[config.mk]
export PLATFORM = sky130hd
export DESIGN_NAME = vending_controller_n
export DESIGN_NICKNAME = d
export VERILOG_FILES = /design/src/rtl/vending_controller_n.sv
export SDC_FILE = /design/constraint.sdc
export NUM_CORES = 1
export LEC_CHECK = 0
export CAP_MARGIN = 20
export CORE_ASPECT_RATIO = 0.5
export CORE_MARGIN = 3
export CORE_UTILIZATION = 47
export CTS_CLUSTER_DIAMETER = 40
export DETAILED_ROUTE_END_ITERATION = 8
export GPL_TIMING_DRIVEN = 0
export PLACE_DENSITY = 0.77
export SLEW_MARGIN = 30
export SYNTH_ARGS = -nofsm -noshare
export SYNTH_HDL_FRONTEND = slang
export SYNTH_SLANG_ARGS = --single-unit
[constraint.sdc]
create_clock -name clock_i -period 2.3 [get_ports clock_i]
set_input_delay 0.69 -clock clock_i [delete_from_list [all_inputs] [get_ports clock_i]]
set_output_delay 0.69 -clock clock_i [all_outputs]
set_load 0.005 [all_outputs]
[src/rtl/vending_controller_n.sv]
// Credit/vend/refund controller: registered pulses, saturating credit, timed ERROR hold.
// Optional per-item stock counting and SOLDOUT state when STOCK_COUNT_EN is defined.
module vending_controller_n #(
  parameter int                         BAL_W      = 8,
  parameter int                         N_ITEMS    = 4,
  parameter logic [N_ITEMS*BAL_W-1:0]   COSTS      = {8'd5, 8'd4, 8'd3, 8'd2},
  parameter int                         ERR_HOLD   = 4,
  parameter int                         STOCK_INIT = 3,
  localparam int                        IDX_W      = $clog2(N_ITEMS)
) (
  input  logic               clock_i,
  input  logic               clear_i,
  input  logic               load_i,
  input  logic [BAL_W-1:0]   balance_i,
  input  logic [N_ITEMS-1:0] item_sel_i,
  input  logic               refund_req_i,
  output logic [BAL_W-1:0]   credit_o,
  output logic [2:0]         state_o,
  output logic               vend_o,
  output logic [IDX_W-1:0]   vend_idx_o,
  output logic               refund_o,
  output logic [BAL_W-1:0]   refund_amt_o
);

  localparam int HOLD_W = $clog2(ERR_HOLD + 1);

  typedef enum logic [2:0] {
    S_IDLE    = 3'd0,
    S_CREDIT  = 3'd1,
    S_VEND    = 3'd2,
    S_ERROR   = 3'd3,
    S_SOLDOUT = 3'd4
  } state_t;

  state_t             state_q, state_d;
  logic [BAL_W-1:0]   credit_q, credit_d;
  logic [HOLD_W-1:0]  hold_q, hold_d;
  logic               vend_q, vend_d;
  logic [IDX_W-1:0]   vend_idx_q, vend_idx_d;
  logic               refund_q, refund_d;
  logic [BAL_W-1:0]   refund_amt_q, refund_amt_d;

  logic [IDX_W-1:0]   sel_idx;
  logic               sel_onehot;
  logic [BAL_W-1:0]   sel_cost;
  logic [BAL_W:0]     sum;
  logic [BAL_W-1:0]   sat;
  logic               sold_out;

  always_comb begin
    sel_idx = '0;
    for (int i = 0; i < N_ITEMS; i++) begin
      if (item_sel_i[i]) sel_idx = IDX_W'(i);
    end
  end

  assign sel_onehot = (item_sel_i != '0) && ((item_sel_i & (item_sel_i - 1'b1)) == '0);
  assign sel_cost   = COSTS[sel_idx*BAL_W +: BAL_W];
  assign sum        = {1'b0, credit_q} + {1'b0, balance_i};
  assign sat        = sum[BAL_W] ? '1 : sum[BAL_W-1:0];

`ifdef STOCK_COUNT_EN
  localparam int STK_W = (STOCK_INIT > 0) ? $clog2(STOCK_INIT + 1) : 1;
  logic [STK_W-1:0] stock_q [N_ITEMS];

  always_ff @(posedge clock_i or posedge clear_i) begin
    if (clear_i) begin
      for (int i = 0; i < N_ITEMS; i++) stock_q[i] <= STK_W'(STOCK_INIT);
    end else if (vend_d) begin
      stock_q[vend_idx_d] <= stock_q[vend_idx_d] - STK_W'(1);
    end
  end

  assign sold_out = (stock_q[sel_idx] == '0);
`else
  // Unlimited stock: an item can never be sold out.
  assign sold_out = (STOCK_INIT < 0);
`endif

  always_comb begin
    state_d      = state_q;
    credit_d     = credit_q;
    hold_d       = hold_q;
    vend_d       = 1'b0;
    vend_idx_d   = '0;
    refund_d     = 1'b0;
    refund_amt_d = '0;
    if (refund_req_i) begin
      refund_d     = (credit_q != '0);
      refund_amt_d = credit_q;
      credit_d     = '0;
      state_d      = S_IDLE;
    end else begin
      case (state_q)
        S_IDLE: begin
          if (load_i && balance_i != '0) begin
            credit_d = balance_i;
            state_d  = S_CREDIT;
          end
        end
        S_CREDIT, S_VEND: begin
          state_d = (state_q == S_VEND && credit_q == '0) ? S_IDLE : S_CREDIT;
          if (load_i) begin
            credit_d = sat;
            state_d  = (state_q == S_CREDIT || sat != '0) ? S_CREDIT : S_IDLE;
          end else if (item_sel_i != '0) begin
            hold_d = HOLD_W'(ERR_HOLD - 1);
            if (!sel_onehot) begin
              state_d = S_ERROR;
            end else if (sold_out) begin
              state_d = S_SOLDOUT;
            end else if (credit_q < sel_cost) begin
              state_d = S_ERROR;
            end else begin
              credit_d   = credit_q - sel_cost;
              vend_d     = 1'b1;
              vend_idx_d = sel_idx;
              state_d    = S_VEND;
            end
          end
        end
        S_ERROR, S_SOLDOUT: begin
          if (hold_q == '0) state_d = S_CREDIT;
          else              hold_d  = hold_q - 1'b1;
        end
        default: begin
          state_d  = S_IDLE;
          credit_d = '0;
        end
      endcase
    end
  end

  always_ff @(posedge clock_i or posedge clear_i) begin
    if (clear_i) begin
      state_q      <= S_IDLE;
      credit_q     <= '0;
      hold_q       <= '0;
      vend_q       <= 1'b0;
      vend_idx_q   <= '0;
      refund_q     <= 1'b0;
      refund_amt_q <= '0;
    end else begin
      state_q      <= state_d;
      credit_q     <= credit_d;
      hold_q       <= hold_d;
      vend_q       <= vend_d;
      vend_idx_q   <= vend_idx_d;
      refund_q     <= refund_d;
      refund_amt_q <= refund_amt_d;
    end
  end

  assign credit_o     = credit_q;
  assign state_o      = state_q;
  assign vend_o       = vend_q;
  assign vend_idx_o   = vend_idx_q;
  assign refund_o     = refund_q;
  assign refund_amt_o = refund_amt_q;

endmodule

==> results of run 1 <==
## cell type report
cell class	count	area, um2
buffer	5	33.8
clock inverter	1	7.51
timing repair buffer	53	512
tap	51	63.8
inverter	14	60.1
fill	268	900
sequential	25	627
clock buffer	3	41.3
multi-input combinational	170	1450
## sequential cells by signal (all words and copies together), names as in the netlist
name,count
credit_o,8
hold_q,3
refund_amt_o,8
refund_o,1
state_o,2
vend_idx_o,2
vend_o,1
## cells in the final DEF (no fill, tap or decap), drive strengths merged, types with 5 or more instances in the layout
cell type | netlist | layout
o21ai | 11 | 11
nand2 | 23 | 23
buf | 2 | 23
a21oi | 5 | 5
nor3 | 5 | 5
a22o | 5 | 5
nor4 | 5 | 5
inv | 14 | 14
clkbuf | 5 | 7
xnor2 | 5 | 5
nor2 | 15 | 15
a21o | 6 | 6
nand3 | 5 | 5
ha | 18 | 18
and2 | 8 | 8
dfrtp | 25 | 25
clkdlybuf4s50 | 0 | 24
## synth_stat cells (5+ instances only)
master and n:
dfrtp_1 25, nand2_1 21, ha_1 18, nor2_1 15, inv_1 13, o21ai_0 11
and2_1 7, a21o_1 5, a21oi_1 5, nand3_1 5, nor3_1 5, xnor2_1 5
## final timing paths
path / startpoint / end / slack (ns) / depth (start not counted)
worst min-delay path: hold_q[2] / hold_q[2] / 0.50 / 1
max in group asynchronous: clear_i / credit_o[5] / 1.16 / 2
worst min register to register: hold_q[2] / hold_q[2] / 0.50 / 1
worst max-delay path: item_sel_i[2] / credit_o[4] / -0.31 / 13
min in group asynchronous: clear_i / credit_o[1] / 0.76 / 2
worst max register to register: credit_o[1] / credit_o[4] / -0.20 / 10
## cell families (layout without fill, tap and decap cells)
logic type      after synthesis  after routing  share of synthesized area
fa+ha+maj                    20             20                      0.136
xor+xnor                      9              9                     0.0404
mux                           2              2                     0.0109
compound gates               58             58                      0.234
flops                        25             25                      0.320
other cells                   1              1                    0.00192
simple gates                 80             80                      0.214
buf+inv                      21             76                     0.0429
## what timing repair did
action | 4_1_cts | 5_1_grt
resized for setup | 53 | 19
pin swaps | 16 | 22
buffers inserted | 11 | 6
endpoints found under the hold margin | 0 | 0
endpoints found under the setup margin | 15 | 16
## per-layer routing
metal | vias to the layer above | routed length [um]
li1 | 901 | -
met1 | 900 | 2670
met2 | 68 | 2530
met3 | 6 | 378
met4 | 0 | 40
met5 | - | 0
## worst max-delay path, cell delays in order
cell	delay, ns
buf_12	0.09
inv_8	0.02
a21o_1	0.20
ha_4	0.17
fa_2	0.35
nand2b_4	0.16
a32oi_2	0.20
nand2_2	0.11
a2111oi_4	0.39
buf_6	0.19
buf_6	0.09
a32oi_1	0.08
nand2_1	0.09
## power breakdown
part | total (mW) | internal [mW] | leakage (nW) | switching, mW
registers | 0.680 | 0.520 | 0.322 | 0.160
clock network | 0.274 | 0.123 | 0.0217 | 0.151
logic | 1.52 | 0.788 | 0.907 | 0.731
==> flow_summary.json, run 1 <==
{
  "grt_setup_unrepaired": "yes",
  "tns_ns": -2.15,
  "diodes": 0,
  "required_ns": 2.52,
  "period_share": 1.13,
  "synth_nets": 252,
  "syn_to_final_growth_pct": 43.2,
  "violations": "negative setup slack",
  "yosys_warnings": 0,
  "dieWidth_um": 97.2,
  "synth_area_um2": 1950,
  "avgSynthCellArea_um2": 9.04,
  "fin_util": 0.757,
  "numClockSinks": 25,
  "htreeDepth": 1,
  "run_status": "complete, but fails checks",
  "use_met2": 0.388,
  "io_buffers": 36,
  "use_met1": 0.293,
  "vias": 1875,
  "drt-initial-drc-count": 127,
  "p_leak_nw": 1.25,
  "setup_viol": 10,
  "grt_usage": 0.227,
  "gp_congestion": 0.880,
  "syn_inst": 216,
  "ys_seq_area_frac": 0.320,
  "grt_pass1_vias": 1832,
  "first_pass_iters": 4,
  "drc_errors": 0,
  "clock_skew_ns": 0.0130,
  "finalCriticalPeriod_ns": 2.61,
  "ir_drop_v": 0.000483,
  "ios": 39,
  "power.total_mw": 2.47,
  "place_inst": 303,
  "dieArea_um2": 5010,
  "synth_edf_count": 0,
  "grt_first_pass_wirelength_um": 8960,
  "clkLatencyLatePin_ns": 0.28,
  "grt-ovfl-total": 0,
  "numCtsBuffers": 3,
  "antenna_left": 0,
  "worstMarginPinSlew_ns": 0.653,
  "critPathCaptureType": "flop",
  "fmax_mhz": 383,
  "clockBufferDepth": 2,
  "tritoncts": "yes",
  "dp_slack_ns": -1.42,
  "worstSetupStartpointType": "input port",
  "hold_class": "flop to flop",
  "cap_violations": 0,
  "slew_headroom": 0.564,
  "yosysTopAreaCell": "dfrtp_1",
  "final_cell_area_um2": 2800,
  "drt-wirelength-per-cell_um": 17.5,
  "holdBufCountCts": 0,
  "grt_max_degree": 26,
  "ys_ff_latch": 25,
  "ys.flop_type": "dfrtp_1",
  "drv_slew": 0,
  "grt-busiest-layer": "met2",
  "instances_no_fill": 322,
  "use_met3": 0.0616,
  "clk_pin_slew_ns": 0.10,
  "dpl_cell_area_um2": 2420,
  "viasPerCell": 5.82,
  "finalHoldViolCount": 0,
  "cp.arrival_ns": 2.83,
  "dp_hpwl_um": 3860,
  "antenna_found_initial": 0,
  "pwr_density_cell_nw_per_um2": 884,
  "fin_hold_ws_ns": 0.497,
  "die_y_um": 51.6,
  "wirelength_um": 5630,
  "path_class": "input port to flop",
  "layout_setup_ws_ns": -0.308,
  "rows": 15,
  "synth.distinct_cells": 57,
  "async_reset_ff_frac": 1.00,
  "nets": 308,
  "synth_top_area_share": 0.320,
  "cts_root_buffer": "clkbuf_8",
  "synthTopCellsByArea": "dfrtp_1 (32%), ha_1 (12%), nand2_1 (4.0%), nor2_1 (2.9%), o21ai_0 (2.8%)",
  "coreArea_um2": 3700,
  "drive_gt1_frac": 0.258,
  "start_util": 0.528,
  "worstPathMaxFanout": 5
}
Power figures use the tool's default switching activity.
==> run 2: changes to the inputs <==
CELL_PAD_IN_SITES_DETAIL_PLACEMENT = 0   (was not set)
CELL_PAD_IN_SITES_GLOBAL_PLACEMENT = 1   (was not set)
CORE_UTILIZATION = 35   (was 47)
PLACE_DENSITY = not set   (was 0.77)
PLACE_DENSITY_LB_ADDON = 0.1   (was not set)
==> run 2 against run 1 <==
  * The flow still finishes with violations (negative setup slack)
  * Global-route usage decreased by 5.4 points
  * Highest routed layer unchanged
  * Combinational power about the same
  * Sequential share of layout area increased by 0.060 points
  * Die area increased by 31%
  * Power decreased by 1.6%
  * Count of clock-buffer cells in the layout unchanged
==> flow_summary.json, run 2 (synthesis results as in run 1) <==
{
  "clock_skew_ns": 0.00453,
  "clk_pin_slew_ns": 0.09,
  "dp_hpwl_um": 4140,
  "layout_setup_ws_ns": -0.297,
  "diodes": 0,
  "cts_root_buffer": "clkbuf_8",
  "wirelength_um": 5550,
  "numCtsBuffers": 3,
  "cp.arrival_ns": 2.78,
  "tns_ns": -2.03,
  "seqCellArea_um2": 627,
  "start_util": 0.379,
  "worstPathMaxFanout": 8,
  "grt_setup_unrepaired": "yes",
  "holdBufCountCts": 0,
  "multi_input_area_um2": 1450,
  "grt_usage": 0.173,
  "critPathCaptureType": "flop",
  "dieArea_um2": 6570,
  "run_status": "complete, but fails checks",
  "ir_drop_v": 0.000366,
  "die_y_um": 58.8,
  "drc_errors": 0,
  "period_share": 1.13,
  "worstMarginPinSlew_ns": 0.525,
  "fmax_mhz": 385,
  "htreeDepth": 1,
  "ios": 39,
  "required_ns": 2.49,
  "worstSetupStartpointType": "input port",
  "tritoncts": "yes",
  "final_cell_mix": "dfrtp_1 (24), clkdlybuf4s50_1 (24), nand2_1 (21), buf_4 (16), nor2_1 (12)",
  "grt_pass1_vias": 1728,
  "drive_gt1_frac": 0.267,
  "numClockSinks": 25,
  "drv_slew": 0,
  "drt-wirelength-per-cell_um": 16.3,
  "syn_to_final_growth_pct": 42.9,
  "grt_max_degree": 26,
  "power.total_mw": 2.43,
  "path_class": "input port to flop",
  "p_leak_nw": 1.23,
  "antenna_left": 0,
  "dieWidth_um": 112,
  "finalHoldViolCount": 0,
  "clockBufferDepth": 2,
  "first_pass_iters": 4,
  "clkLatencyLatePin_ns": 0.27,
  "drt-initial-drc-count": 104,
  "io_buffers": 36,
  "pwr_density_cell_nw_per_um2": 872,
  "setup_viol": 8,
  "violations": "negative setup slack",
  "slew_headroom": 0.649,
  "grt-ovfl-total": 0,
  "cap_violations": 0,
  "coreArea_um2": 5160,
  "finalCriticalPeriod_ns": 2.60,
  "rows": 18,
  "nets": 307,
  "fillers": 483,
  "grt_first_pass_wirelength_um": 8970,
  "hold_class": "flop to flop",
  "fin_util": 0.541,
  "antenna_found_initial": 0,
  "viasPerCell": 5.39,
  "vias": 1831,
  "gp_congestion": 0.847
}
run 2: cell count changes in the layout (fill, tap and decap cells not counted), moves of 2 or more:
cell and delta:
buf_6 -3, buf_4 +2, clkbuf_2 +2, dlygate4sd2_1 -2
ha_2 +2, ha_4 -2
run 2: per-layer routing:
metal  wire, um  track usage
met1       2920        0.272
met2       2320        0.250
met3        266       0.0318
met4         30       0.0243
met5          0            0
run 2: per-stage QoR:
| step | cells | hold WS (ns) | cell area (um2) | worst slack, ns |
|---|---|---|---|---|
| global placement | 322 | 0.480 | 2440 | -1.42 |
| CTS | 337 | 0.533 | 2710 | -0.330 |
| global route | 340 | 0.560 | 2790 | -0.346 |
| finish | 340 | 0.524 | 2790 | -0.297 |
| floorplan | 216 | 0.457 | 1990 | -0.441 |
| detailed placement | 322 | 0.515 | 2440 | -1.47 |
run 2: path summary, 6_finish.rpt:
path                                from          end  slack (ns)  depth (start not counted)
setup / recovery           item_sel_i[2]  credit_o[7]       -0.30                         12
hold / removal                 hold_q[2]    hold_q[2]        0.52                          1
setup reg to reg             credit_o[0]  credit_o[7]       -0.18                         10
hold reg to reg                hold_q[2]    hold_q[2]        0.52                          1
max in group asynchronous        clear_i  credit_o[5]        1.15                          2
min in group asynchronous        clear_i  credit_o[0]        0.77                          2
run 2: power by group:
group / internal [mW] / total (mW) / switching (mW)
clock network: 0.121 / 0.264 / 0.143
logic: 0.773 / 1.49 / 0.720
registers: 0.520 / 0.677 / 0.157
run 2: critical path, stage by stage:
cell and delay (ns):
buf_12 0.09, inv_8 0.02, a21o_1 0.20, ha_4 0.17, fa_2 0.33, nand2b_4 0.15, a32oi_2 0.20, nand2_2 0.11
a2111oi_4 0.37, buf_6 0.19, nand2_4 0.07, o31ai_4 0.18
run 2: cell type report:
class / count / share of cell area
Buffer: 5 / 0.0121
Clock buffer: 3 / 0.0148
Clock inverter: 1 / 0.00179
Inverter: 14 / 0.0215
Multi-Input combinational cell: 170 / 0.520
Sequential cell: 25 / 0.225
Tap cell: 70 / 0.0314
Timing Repair Buffer: 52 / 0.174
run 2: what timing repair did:
item,CTS,global route
resized for setup,56,17
pin swaps,17,10
buffers inserted,12,4
setup endpoints to repair,15,14
==> run 3: changes to the inputs <==
ABC_CLOCK_PERIOD_IN_PS = 2300   (was not set)
==> results of run 3 <==
Same layout as run 2: the final DEF is identical, and so are final timing and power.
==> variant 1 (config.mk and constraints of run 2) <==
Add a define of `STOCK_COUNT_EN`.
--- a/src/rtl/vending_controller_n.sv
+++ b/src/rtl/vending_controller_n.sv
@@ -1,5 +1,7 @@
 // Credit/vend/refund controller: registered pulses, saturating credit, timed ERROR hold.
 // Optional per-item stock counting and SOLDOUT state when STOCK_COUNT_EN is defined.
+`define STOCK_COUNT_EN
+
 module vending_controller_n #(
   parameter int                         BAL_W      = 8,
   parameter int                         N_ITEMS    = 4,
Function: changed (a bounded check fails within 4 cycles, from zero or initial values).
==> variant 1 against run 2 <==
The flow still finishes with violations (negative setup slack). Cell count is 16% higher. Synthesized area is 19% higher. Utilization is 1.2 points higher. Sequential cell count is 9 higher. First-iteration DRC count is 12% lower. Routed wire length is 15% higher. Power is 71% higher. Final area is 23% higher. Worst setup slack worse by 0.023 ns. Clock power grew to 3.0 times the old value. Critical path type unchanged. Critical endpoint is now state_o[0].
==> variant 1: results (changes against run 2) <==
largest net degree at the start of global routing 35 (was 26); final setup vio count 17 (was 8); met1 GRT Util 0.243 (was 0.272); Syn Area/Cell 9.57 sq um (was 9.04 sq um); clk slew on worst S/H paths 0.06 ns (was 0.09 ns); Worst Slack Setup Final -0.319 ns (was -0.297 ns); Synth Area in XOR/XNOR 0.0600 (was 0.0404); CP startpoint balance_i[0] (was item_sel_i[2]); Crit-path slowest cell a311o_2 (was a2111oi_4); outcome finished, violations left (unchanged); final net count 338 (was 307); pre-CTS setup slack -1.25 ns (was -1.47 ns); Pleak 1.43 nW (was 1.23 nW); FF-to-FF path depth 8 (was 10); most area-consuming cells after synthesis dfrtp_1 28%, dfstp_2 9.1%, ha_1 7.0% (was dfrtp_1 32%, ha_1 12%, nand2_1 4.0%); failing checks negative setup slack (unchanged); M3 GR Usage 0.0475 (was 0.0318); critical path arrival 2.77 ns (was 2.78 ns); Crit path largest cell delay 0.47 ns (was 0.37 ns); worst r2r dst state_o[0] (was credit_o[7]); Unique masters post-synth 60 (was 57); Sw Share 0.384 (was 0.419); DRT iter0 DRCs 92 (was 104); gp weighted congestion 0.780 (was 0.847); grt met2 use 0.258 (was 0.250); WL/cell 16.1 um (was 16.3 um)
[variant 1: logic make-up (layout without fill, tap and decap cells)]
kind of cell / after synthesis / count (layout)
AOI/OAI and AO/OA: 64 / 64
DFF: 34 / 34
adders and majority gates: 15 / 15
xor gates and xnor gates: 15 / 15
and+or+nand+nor: 83 / 83
muxes: 10 / 10
buffers and inverters: 21 / 87
[variant 1: layout make-up]
cell class,count,area share
Inverter,12,0.0156
Sequential cell,34,0.250
Clock inverter,1,0.00871
Timing Repair Buffer,58,0.160
Multi-Input combinational cell,187,0.472
Tap cell,88,0.0320
Buffer,9,0.0200
Clock buffer,7,0.0414
[variant 1: worst min-delay path by stage]
stage	slack [ns]	from	cells past startpoint	end
after floorplan	0.42	stock_q[7]	2	stock_q[7]
after global placement	0.43	stock_q[7]	2	stock_q[7]
after detailed placement	0.44	stock_q[7]	2	stock_q[7]
after CTS	0.45	stock_q[7]	2	stock_q[7]
after global routing	0.47	stock_q[1]	1	stock_q[1]
final	0.45	stock_q[7]	2	stock_q[7]
==> variant 2 (config.mk and constraints of run 2) <==
Without the edit above. Put one more register stage on the output `credit_o`. The value now appears one clock later. The other outputs are not delayed to match.
--- a/src/rtl/vending_controller_n.sv
+++ b/src/rtl/vending_controller_n.sv
@@ -151,7 +151,9 @@
     end
   end
 
-  assign credit_o     = credit_q;
+  always_ff @(posedge clock_i) begin
+    credit_o <= credit_q;
+  end
   assign state_o      = state_q;
   assign vend_o       = vend_q;
   assign vend_idx_o   = vend_idx_q;
Check against the original RTL: not equivalent (a bounded check fails within 4 cycles, from zero or initial values).
==> variant 2 against run 2 <==
The run still ends with negative setup slack left. Via count increased by 6.4%. Maximum frequency increased by 1.2%. Worst setup slack improved by 0.032 ns. Non-clock buffer count increased by 9. Final area increased by 10%. Routed wire length increased by 10%. Sequential cell count increased by 8. Critical path depth decreased by 1. Power increased by 18%. Synthesized area increased by 6.7%. Utilization increased by 0.76 points. Sequential power increased by 18%.
==> variant 2: results (changes against run 2) <==
outcome finished, violations left (unchanged); failing checks negative setup slack (unchanged); grt met2 use 0.264 (was 0.250); #MultiIn Comb 168 (was 170); NonClk Buf Share 0.183 (was 0.186); Routed WL 6110 um (was 5550 um); pre-CTS setup slack -1.14 ns (was -1.47 ns); Mapped Area 2080 sq um (was 1950 sq um); Synth Net Count 257 (was 252); GRT Total Usage 0.187 (was 0.173); via count 1,949 (was 1,831); Synth Area in XOR/XNOR 0.0462 (was 0.0404); Signal buffers 66 (was 57); H-tree depth 2 (was 1); post-DP HPWL 4440 um (was 4140 um); PortBufs 37 (was 36); Worst Slack Setup Final -0.265 ns (was -0.297 ns); Clock-cell share 0.0561 (was 0.0166); Worst Tran Pin Value 0.616 ns (was 0.525 ns); Unique masters post-synth 55 (was 57); met3 WL 524 um (was 266 um); Clock Skew 0.00511 ns (was 0.00453 ns); gp weighted congestion 0.864 (was 0.847); post-synthesis register bit count 33 (was 25); Multi-input gate area 1410 sq um (was 1450 sq um); FFs w/ async S/R, synth 0.758 (was 1.00); Layout Utilization 0.549 (was 0.541); total CTS buffers 5 (was 3); DRT iter0 DRCs 150 (was 104); Seq/Total Area, Yosys 0.377 (was 0.320); final setup vio count 9 (was 8); final net count 324 (was 307); number of global-route vias before repair 1,826 (was 1,728); WL met2 2440 um (was 2320 um); Min Hold Slack 0.486 ns (was 0.524 ns); most area-consuming cells after synthesis dfrtp_1 30%, ha_1 11%, dfxtp_1 7.7% (was dfrtp_1 32%, ha_1 12%, nand2_1 4.0%); Synth top cells by count 25 x dfrtp_1, 19 x nand2_1, 18 x ha_1 (was 25 x dfrtp_1, 21 x nand2_1, 18 x ha_1); Crit-path slowest cell a2111o_2 (was a2111oi_4); met1 GRT Util 0.281 (was 0.272); Root Driver clkbuf_16 (was clkbuf_8); critical path arrival 2.77 ns (was 2.78 ns); postcts setup bufs 18 (was 12); Max VDD drop 0.398 mV (was 0.366 mV); FF-to-FF path depth 7 (was 10); via/cell ratio 5.38 (was 5.39); worst-path fanout max 5 (was 8); M1 WL 3050 um (was 2920 um); post-cts sizing count 53 (was 56); setup TNS -1.93 ns (was -2.03 ns); FF-to-FF Start credit_q[3] (was credit_o[0]); clkbuf count 7 (was 3); Fillers 514 (was 483); Pleak 1.35 nW (was 1.23 nW); Post-Synth Adder-Cell Area 0.127 (was 0.136)
## variant 2: cell types whose count changed in the layout (fill, tap and decap cells not counted), sizes merged, moves of 4 or more
cell,run 2,this run
o211ai,4,0
o21ai,11,18
o221a,0,4
nor2,15,11
nor3,5,1
nand2,23,19
a21oi,5,15
buf,22,29
clkbuf,9,14
a22o,5,0
xnor2,5,9
dfxtp,0,8
## variant 2: power by group
part / leakage [nW] / total [mW] / switching, mW / internal, mW
Combinational: 0.875 / 1.30 / 0.604 / 0.693
Clock: 0.0841 / 0.770 / 0.229 / 0.540
Sequential: 0.390 / 0.798 / 0.117 / 0.682
## variant 2: worst max path at each step
stage                        startpoint     endpoint  slack [ns]
after floorplan           item_sel_i[1]  credit_q[6]       -0.34
after global placement    item_sel_i[2]  credit_q[6]       -1.12
after detailed placement  item_sel_i[2]  credit_q[6]       -1.14
after CTS                 item_sel_i[2]  credit_q[6]       -0.29
after global routing      item_sel_i[2]  credit_q[1]       -0.35
final                     item_sel_i[2]  credit_q[6]       -0.26
